File: src/rtl/bus_resp_tracker.sv
// rtl/bus_resp_tracker.sv - in-order outstanding-request tracker with response routing and timeout
module bus_resp_tracker #(
    parameter int unsigned DataWidth     = 32,
    parameter int unsigned NrHosts       = 1,
    parameter int unsigned NrDevices     = 1,
    parameter int unsigned Depth         = 4,
    parameter int unsigned TimeoutCycles = 16,
    localparam int unsigned NumBitsHostSel   = NrHosts > 1 ? $clog2(NrHosts) : 1,
    localparam int unsigned NumBitsDeviceSel = NrDevices > 1 ? $clog2(NrDevices) : 1,
    localparam int unsigned PtrW             = $clog2(Depth),
    localparam int unsigned CntW             = $clog2(Depth) + 1
) (
    input  logic                        clk_i,
    input  logic                        rst_i,
    input  logic                        req_i,
    input  logic                        we_i,
    input  logic [NumBitsHostSel-1:0]   host_sel_i,
    input  logic [NumBitsDeviceSel-1:0] device_sel_i,
    input  logic                        device_rvalid_i,
    input  logic [DataWidth-1:0]        device_rdata_i,
    input  logic                        device_err_i,
    output logic [NrHosts-1:0]          host_rvalid_o,
    output logic [DataWidth-1:0]        host_rdata_o,
    output logic                        host_err_o,
    output logic [CntW-1:0]             outstanding_o,
    output logic                        full_o,
    output logic                        overflow_o,
    output logic                        timeout_o,
    output logic                        spurious_o
);

    localparam logic [1:0] StIdle   = 2'd0;
    localparam logic [1:0] StWait   = 2'd1;
    localparam logic [1:0] StExpire = 2'd2;

    logic [NumBitsHostSel-1:0]   mem_host_q [Depth];
    logic                        mem_we_q   [Depth];
    logic [NumBitsDeviceSel-1:0] mem_dev_q  [Depth];

    logic [PtrW-1:0]      wr_ptr_q, wr_ptr_d;
    logic [PtrW-1:0]      rd_ptr_q, rd_ptr_d;
    logic [CntW-1:0]      count_q, count_d;
    logic [1:0]           state_q, state_d;
    logic [7:0]           timer_q, timer_d;
    logic [NrHosts-1:0]   host_rvalid_q, host_rvalid_d;
    logic [DataWidth-1:0] host_rdata_q, host_rdata_d;
    logic                 host_err_q, host_err_d;
    logic                 overflow_q, overflow_d;
    logic                 timeout_q, timeout_d;
    logic                 spurious_q, spurious_d;

    logic empty, full, device_pop, expire_pop, pop, push;

    assign empty      = (count_q == '0);
    assign full       = (count_q == CntW'(Depth));
    assign device_pop = device_rvalid_i && !empty;
    // A real response landing in the EXPIRE cycle wins over the synthetic error.
    assign expire_pop = (state_q == StExpire) && !device_rvalid_i;
    assign pop        = device_pop || expire_pop;
    assign push       = req_i && (!full || pop);

    // The target device is recorded with each entry; routing only needs the host.
    logic unused_head_dev;
    assign unused_head_dev = ^mem_dev_q[rd_ptr_q];

    always_comb begin
        wr_ptr_d      = push ? wr_ptr_q + PtrW'(1) : wr_ptr_q;
        rd_ptr_d      = pop ? rd_ptr_q + PtrW'(1) : rd_ptr_q;
        count_d       = count_q + CntW'(push) - CntW'(pop);
        host_rvalid_d = '0;
        host_rdata_d  = '0;
        host_err_d    = 1'b0;
        if (pop) begin
            host_rvalid_d = NrHosts'(1) << mem_host_q[rd_ptr_q];
            if (expire_pop) begin
                host_err_d = 1'b1;
            end else begin
                host_rdata_d = mem_we_q[rd_ptr_q] ? '0 : device_rdata_i;
                host_err_d   = device_err_i;
            end
        end
        overflow_d = overflow_q | (req_i && full && !pop);
        spurious_d = spurious_q | (device_rvalid_i && empty);
        timeout_d  = timeout_q | expire_pop;
    end

    always_comb begin
        state_d = state_q;
        timer_d = timer_q;
        case (state_q)
            StIdle: begin
                if (push) begin
                    state_d = StWait;
                    timer_d = '0;
                end
            end
            StWait: begin
                if (pop) begin
                    timer_d = '0;
                    if (count_d == '0) state_d = StIdle;
                end else if (timer_q == 8'(TimeoutCycles - 1)) begin
                    state_d = StExpire;
                end else begin
                    timer_d = timer_q + 8'd1;
                end
            end
            StExpire: begin
                timer_d = '0;
                state_d = (count_d == '0) ? StIdle : StWait;
            end
            default: begin
                state_d = StIdle;
                timer_d = '0;
            end
        endcase
    end

    always_ff @(posedge clk_i) begin
        if (push) begin
            mem_host_q[wr_ptr_q] <= host_sel_i;
            mem_we_q[wr_ptr_q]   <= we_i;
            mem_dev_q[wr_ptr_q]  <= device_sel_i;
        end
    end

    always_ff @(posedge clk_i) begin
        if (rst_i) begin
            wr_ptr_q      <= '0;
            rd_ptr_q      <= '0;
            count_q       <= '0;
            state_q       <= StIdle;
            timer_q       <= '0;
            host_rvalid_q <= '0;
            host_rdata_q  <= '0;
            host_err_q    <= 1'b0;
            overflow_q    <= 1'b0;
            timeout_q     <= 1'b0;
            spurious_q    <= 1'b0;
        end else begin
            wr_ptr_q      <= wr_ptr_d;
            rd_ptr_q      <= rd_ptr_d;
            count_q       <= count_d;
            state_q       <= state_d;
            timer_q       <= timer_d;
            host_rvalid_q <= host_rvalid_d;
            host_rdata_q  <= host_rdata_d;
            host_err_q    <= host_err_d;
            overflow_q    <= overflow_d;
            timeout_q     <= timeout_d;
            spurious_q    <= spurious_d;
        end
    end

    assign host_rvalid_o = host_rvalid_q;
    assign host_rdata_o  = host_rdata_q;
    assign host_err_o    = host_err_q;
    assign outstanding_o = count_q;
    assign full_o        = full;
    assign overflow_o    = overflow_q;
    assign timeout_o     = timeout_q;
    assign spurious_o    = spurious_q;

endmodule

File: config.mk
export PLATFORM = sky130hd
export DESIGN_NAME = bus_resp_tracker
export DESIGN_NICKNAME = d
export VERILOG_FILES = /design/src/rtl/bus_resp_tracker.sv
export SDC_FILE = /design/constraint.sdc
export NUM_CORES = 1
export LEC_CHECK = 0
export CORE_MARGIN = 10
export CORE_UTILIZATION = 48
export CTS_CLUSTER_SIZE = 16
export DETAILED_ROUTE_END_ITERATION = 8
export GPL_TIMING_DRIVEN = 1
export PLACE_DENSITY = 0.81
export SYNTH_ARGS = -nofsm -noshare
export SYNTH_HDL_FRONTEND = slang
export SYNTH_SLANG_ARGS = --single-unit
File: constraint.sdc
create_clock -name clk_i -period 8.5 [get_ports clk_i]
set_input_delay 1.7 -clock clk_i [delete_from_list [all_inputs] [get_ports clk_i]]
set_output_delay 1.7 -clock clk_i [all_outputs]
set_load 0.01 [all_outputs]
==> results.md <==
- Share of post-route cells with drive strength above 1: 7.27%
- Die area: 0.00801 sq mm
- Area Growth Syn to Fin: 43.1%
- Antenna violations before repair: 0
- Biggest fanout along the worst timing path: 5
- Relative slew slack: 48.4%
- Unrepaired setup endpoints after global routing: false
- Core footprint: 0.00469 sq mm
- Pwr Total: 0.795 mW
- Pwr Density: 240 mW/mm^2
- Min Tclk post-route: 4600 ps
- Congestion Overflow GR: 0
- Post-synth EDFFs: 8
- Post-CTS setup buffers: 0
- PortBufs: 79
- Worst-path clk slew: 70 ps
- Register bit count reported by yosys: 64
- Starting Density: 49.4%
- Commonest non-fill, non-tap cell in the layout: clkdlybuf4s50_1
- Place WS: 3600 ps
- Clock tree root driver cell: clkbuf_8
- MaxCap Viol Count: 0
- CP Class: in -> reg
- Max IR drop VDD: 0.120 mV
- Tot GR Track Use: 14.1%
- Req. time, crit path: 8750 ps
- Worst Tran Pin Value: 772 ps
- Syn Nets: 247
- Final RePlAce weighted congestion: 0.791
- DRT Wirelength: 5270 um
- Iteration-0 DRC Markers: 87
- Share of async-settable or async-resettable flops after synthesis: 0%
- Sequential share of the synthesized area: 58.7%
- Die Ht: 89.5 um
- Post-route ant nets: 0
- Slew Limit Fails: 0
- CTS tree: built
- Final worst-path cycle share: 54.1%
- Crit path arrival time: 4850 ps
- Final worst slack: 3900 ps
- # DRC: 0
- Worst-Skew Late Latency: 320 ps
- Ant diodes: 0
- Wire per inst: 15.4 um
- Vias per cell: 4.99
- Die width: 89.5 um
- Largest net degree at the start of global routing: 33
- Post-cts sizing count: 0
- Hold buffer count at CTS: 0
- Status: completed
- Worst hold path class: reg -> reg
- Hpwl dp: 3940 um
- IO Pins: 81
- Cell mode on critical path: nor2_1
- Final clock skew: 7.10 ps
- Endpoints failing hold: 0
- Most frequently used flop master after synthesis: dfxtp_1
- Most frequent cells in the layout: clkdlybuf4s50_1 (79), dfxtp_1 (56), and2_1 (36)
- Syn Inst Count: 200
- Crit-path cells: clkdlybuf4s50_1, nor3b_1, nor2_1, nor2_1, o21bai_1, ha_1, inv_1, fa_1, xnor3_4, and4b_1, or4_1, o21ai_0
- H-tree depth: 3
- Fmax: 217 MHz
- Via count: 1711
- Static leakage: 1.28 nW
- Post-Syn Area: 0.00232 sq mm
- First drt pass iteration count: 4
- Nets@finish: 332
- First-pass GRT wire length: 8570 um
- Critical Path Source Type: input port
- Number of global-route vias before repair: 1836
- Clock sink count: 64
- Site Rows: 25
- YS warnings: 0
- Max stage delay cell, worst path: nor3b_1
- Synth Area per Inst: 11.6 sq um
- Hold_ws: 466 ps
- Slowest stage delay, CP: 570 ps
- Library cells used by synthesis: 44
- Setup tns final: 0 ps
- TritonCTS buffer count: 9
- Worst setup EP type: register
- Endpoints failing setup: 0
- Clk buf depth: 2
[cell type report]
class                   count  area (sq um)
well taps                  54          67.6
repair buffers             80           798
multi-input cells         127           921
inverters                   3          11.3
clock inverters             1          5.00
fillers                   343          1380
flip-flops and latches     64          1360
clock buffers              14           153
[worst paths after layout]
check	from	to	slack, ps	depth (start not counted)
max	device_rvalid_i	state_q[0]	3900	12
min	timer_q[7]	timer_q[7]	470	1
min reg2reg	timer_q[7]	timer_q[7]	470	1
max reg2reg	state_q[1]	state_q[0]	5230	11
[cell families after synthesis]
family                     share of synthesized area [%]
and+or+nand+nor                                     21.9
DFF                                                 58.7
AOI/OAI and AO/OA                                   8.64
buffers and inverters                               1.51
adders and majority gates                           4.10
xor gates and xnor gates                            2.27
muxes                                               2.81
[per-layer routing]
| metal | global-route usage (%) | share of wire [%] | wire length (um) | vias up |
|---|---|---|---|---|
| li1 | - | - | - | 865 |
| met1 | 14.9 | 37 | 1960 | 786 |
| met2 | 22.4 | 50 | 2660 | 52 |
| met3 | 8.39 | 11 | 586 | 8 |
| met4 | 5.64 | 1.2 | 64 | 0 |
| met5 | 0 | 0 | 0 | - |
[flip-flops by register name, summed over array words and instances, names as in the netlist, named ones only]
signal         count
host_rdata_o      32
timer_q            8
mem_host_q         4
mem_we_q           4
outstanding_o      3
rd_ptr_q           2
state_q            2
wr_ptr_q           2
host_err_o         1
host_rvalid_o      1
overflow_o         1
spurious_o         1
timeout_o          1
[critical path, delay by kind of cell]
family                   cells  cell delay (ps)
AND/OR/NAND/NOR              5             1560
adder cells (fa/ha/maj)      2              540
buffers and inverters        2              510
XOR/XNOR                     1              330
AO/OA/AOI/OAI                2              210
[power by group]
| group | switching [mW] | leakage [nW] | internal [mW] |
|---|---|---|---|
| clock network | 0.104 | 0.0805 | 0.112 |
| registers | 0.0284 | 0.528 | 0.342 |
| logic | 0.0878 | 0.667 | 0.120 |
| total | 0.220 | 1.28 | 0.575 |
[through the flow]
stage | cell area (sq um) | utilization, % | cells
after floorplan | 2320 | - | 200
after global placement | 3160 | 67.3 | 328
after detailed placement | 3160 | 67.3 | 328
after CTS | 3320 | 70.7 | 343
after global routing | 3320 | 70.7 | 343
final | 3320 | 70.7 | 343
[synth_stat cells (all sizes together) (2+ instances only)]
| cell | n | area [sq um] |
|---|---|---|
| a211oi | 3 | 22.5 |
| nand2b | 2 | 12.5 |
| nand2 | 2 | 7.51 |
| edfxtp | 8 | 240 |
| and4 | 2 | 17.5 |
| nor3 | 6 | 30.0 |
| ha | 6 | 75.1 |
| a22o | 2 | 18.8 |
| a21oi | 6 | 30.0 |
| or3 | 3 | 18.8 |
| dfxtp | 56 | 1120 |
| o21ai | 7 | 35.0 |
| mux4 | 2 | 45.0 |
| inv | 3 | 11.3 |
| mux2i | 2 | 20.0 |
| nor3b | 5 | 42.5 |
| nand3 | 4 | 20.0 |
| nor2b | 2 | 12.5 |
| xnor2 | 2 | 17.5 |
| clkbuf | 5 | 18.8 |
| nor2 | 16 | 60.1 |
| and2 | 36 | 225 |
Note: power is estimated with default switching activity, not from simulation.
==> variant, RTL diff (same settings) <==
`host_rdata_q` no longer has a reset.
--- a/src/rtl/bus_resp_tracker.sv
+++ b/src/rtl/bus_resp_tracker.sv
@@ -131,7 +131,6 @@
             state_q       <= StIdle;
             timer_q       <= '0;
             host_rvalid_q <= '0;
-            host_rdata_q  <= '0;
             host_err_q    <= 1'b0;
             overflow_q    <= 1'b0;
             timeout_q     <= 1'b0;
@@ -143,12 +142,15 @@
             state_q       <= state_d;
             timer_q       <= timer_d;
             host_rvalid_q <= host_rvalid_d;
-            host_rdata_q  <= host_rdata_d;
             host_err_q    <= host_err_d;
             overflow_q    <= overflow_d;
             timeout_q     <= timeout_d;
             spurious_q    <= spurious_d;
         end
+    end
+
+    always_ff @(posedge clk_i) begin
+        host_rdata_q <= host_rdata_d;
     end
 
     assign host_rvalid_o = host_rvalid_q;
Check against the original RTL: differs if rst_i is asserted again (counterexample within 4 cycles, from zero or initial values and one cycle with rst_i high); with rst_i held inactive, the same outputs for 10 cycles.
==> variant against the original RTL <==
Synthesized cell count rose by 3.0%; non-clock buffer count did not move; largest power group unchanged; first-iteration DRC count fell by 39%; wire length rose by 4.3%; setup slack improved by 0.42 ns; cell area rose by 0.68%; synthesized area fell by 0.59%; total power rose by 13%; global-route usage rose by 0.10 points; die area fell by 0.46%; sequential cell count did not move.
==> variant: results (changes against the original RTL) <==
outcome=finished clean; Leak=1.27 nW (-0.32%); total number of vias=1746 (+2.0%); maximum clock insertion buffer count=2 (unchanged); Worst Path Max Fanout=6 (+1); CTS root buffer=clkbuf_8; drt initial violations=53 (-39%); syn_area_per_cell=11.2 sq um (-3.5%); TritonCTS buffer count=9 (unchanged); layout cells sized above 1=6.10% (-1.2 points); H-tree depth=3 (unchanged); setup_tns=0 ns (unchanged); vias in the first global route=1755 (-4.4%); delay-heaviest family, CP=simple AND/OR/NAND/NOR gates; CP peak stage delay=0.53 ns (-0.04 ns); postcts setup bufs=0 (unchanged); Warnings, synthesis=0 (unchanged); worst path arrival time=4.44 ns (-0.41 ns); Synth Net Count=253 (+2.4%); pin slew with the least headroom to its limit=0.707 ns (-0.0647 ns); Clock transition at path regs=0.06 ns; GRT Resource Usage Total=14.2% (+0.10 points); DR pass1 iterations=4 (unchanged); Fill cells=367 (+7.0%); PostCTS Resize Cnt=0 (unchanged); largest net degree at the start of global routing=33 (unchanged); register area share after synthesis=59.1% (+0.35 points); pre-CTS setup slack=3.92 ns (+0.318 ns); number of flip-flops in the largest register=32 (unchanged); maximum vdd drop=0.223 mV (+86%); Port Buffers=79 (unchanged); initial antenna violation count=0 (unchanged); nets=337 (+1.5%); Placed Area=3130 sq um (-0.79%); count of cell types in the netlist=41 (-6.8%); Clock Latency Late Sink=0.34 ns (+0.02 ns); drt via density=5.00 (+0.29%); EDFF count, synth=8 (unchanged); global-route wire length before repair=8560 microns (about the same); clk_skew=0.00870 ns (+0.00160 ns); post-DP HPWL=4240 microns (+7.6%); Critical-path top delay cell=nor3b_1; DRT Wirelength=5500 microns (+4.3%); top cells by instance count after synthesis=56 x dfxtp_1, 36 x and2_1, 14 x nor2_1; Placer Congestion=0.827 (+4.5%); placed cells=333 (+1.5%); ranking of synthesized cells by area=dfxtp_1 49%, edfxtp_1 10%, and2_1 9.8%
==> variant: layout make-up <==
| class | count | area, sq um | area share, % |
|---|---|---|---|
| Clock inverter | 4 | 70.1 | 2.10 |
| Tap cell | 54 | 67.6 | 2.02 |
| Timing Repair Buffer | 80 | 798 | 23.9 |
| Clock buffer | 12 | 135 | 4.05 |
| Sequential cell | 64 | 1360 | 40.8 |
| Multi-Input combinational cell | 126 | 873 | 26.2 |
| Inverter | 9 | 33.8 | 1.01 |
==> variant: final timing paths <==
| check | depth (start not counted) | slack (ns) | endpoint | start |
|---|---|---|---|---|
| worst min-delay path | 2 | 0.48 | overflow_o | overflow_o |
| worst max register to register | 10 | 5.79 | state_q[0] | state_q[1] |
| worst min register to register | 2 | 0.48 | overflow_o | overflow_o |
| worst max-delay path | 11 | 4.32 | state_q[0] | device_rvalid_i |
==> variant: kinds of logic after synthesis <==
logic type | count (synthesis) | synth area share [%]
and+or+nand+nor | 85 | 21.2
DFF | 64 | 59.1
adders and majority gates | 7 | 4.13
AOI/OAI and AO/OA | 27 | 8.04
buffers and inverters | 16 | 2.99
muxes | 3 | 2.39
xor gates and xnor gates | 4 | 2.12
==> variant: where the power goes <==
group / switching (mW) / internal (mW) / total, mW
Clock: 0.112 / 0.165 / 0.276
Sequential: 0.0256 / 0.353 / 0.379
Combinational: 0.108 / 0.138 / 0.246
==> variant: layer usage <==
metal  vias up  share of wire (%)  global-route usage, %
li1        870                  -                      -
met1       814                 40                   15.3
met2        53                 52                   24.4
met3         9                5.1                   2.55
met4         0                2.5                   10.4
met5         -                  0                      0
==> variant: stage by stage <==
step	power [mW]	hold WS [ns]
2_1_floorplan	0.517	0.434
3_3_place_gp	0.626	0.451
3_5_place_dp	0.635	0.468
4_1_cts	0.909	0.478
5_1_grt	0.951	0.503
6_report	0.901	0.476
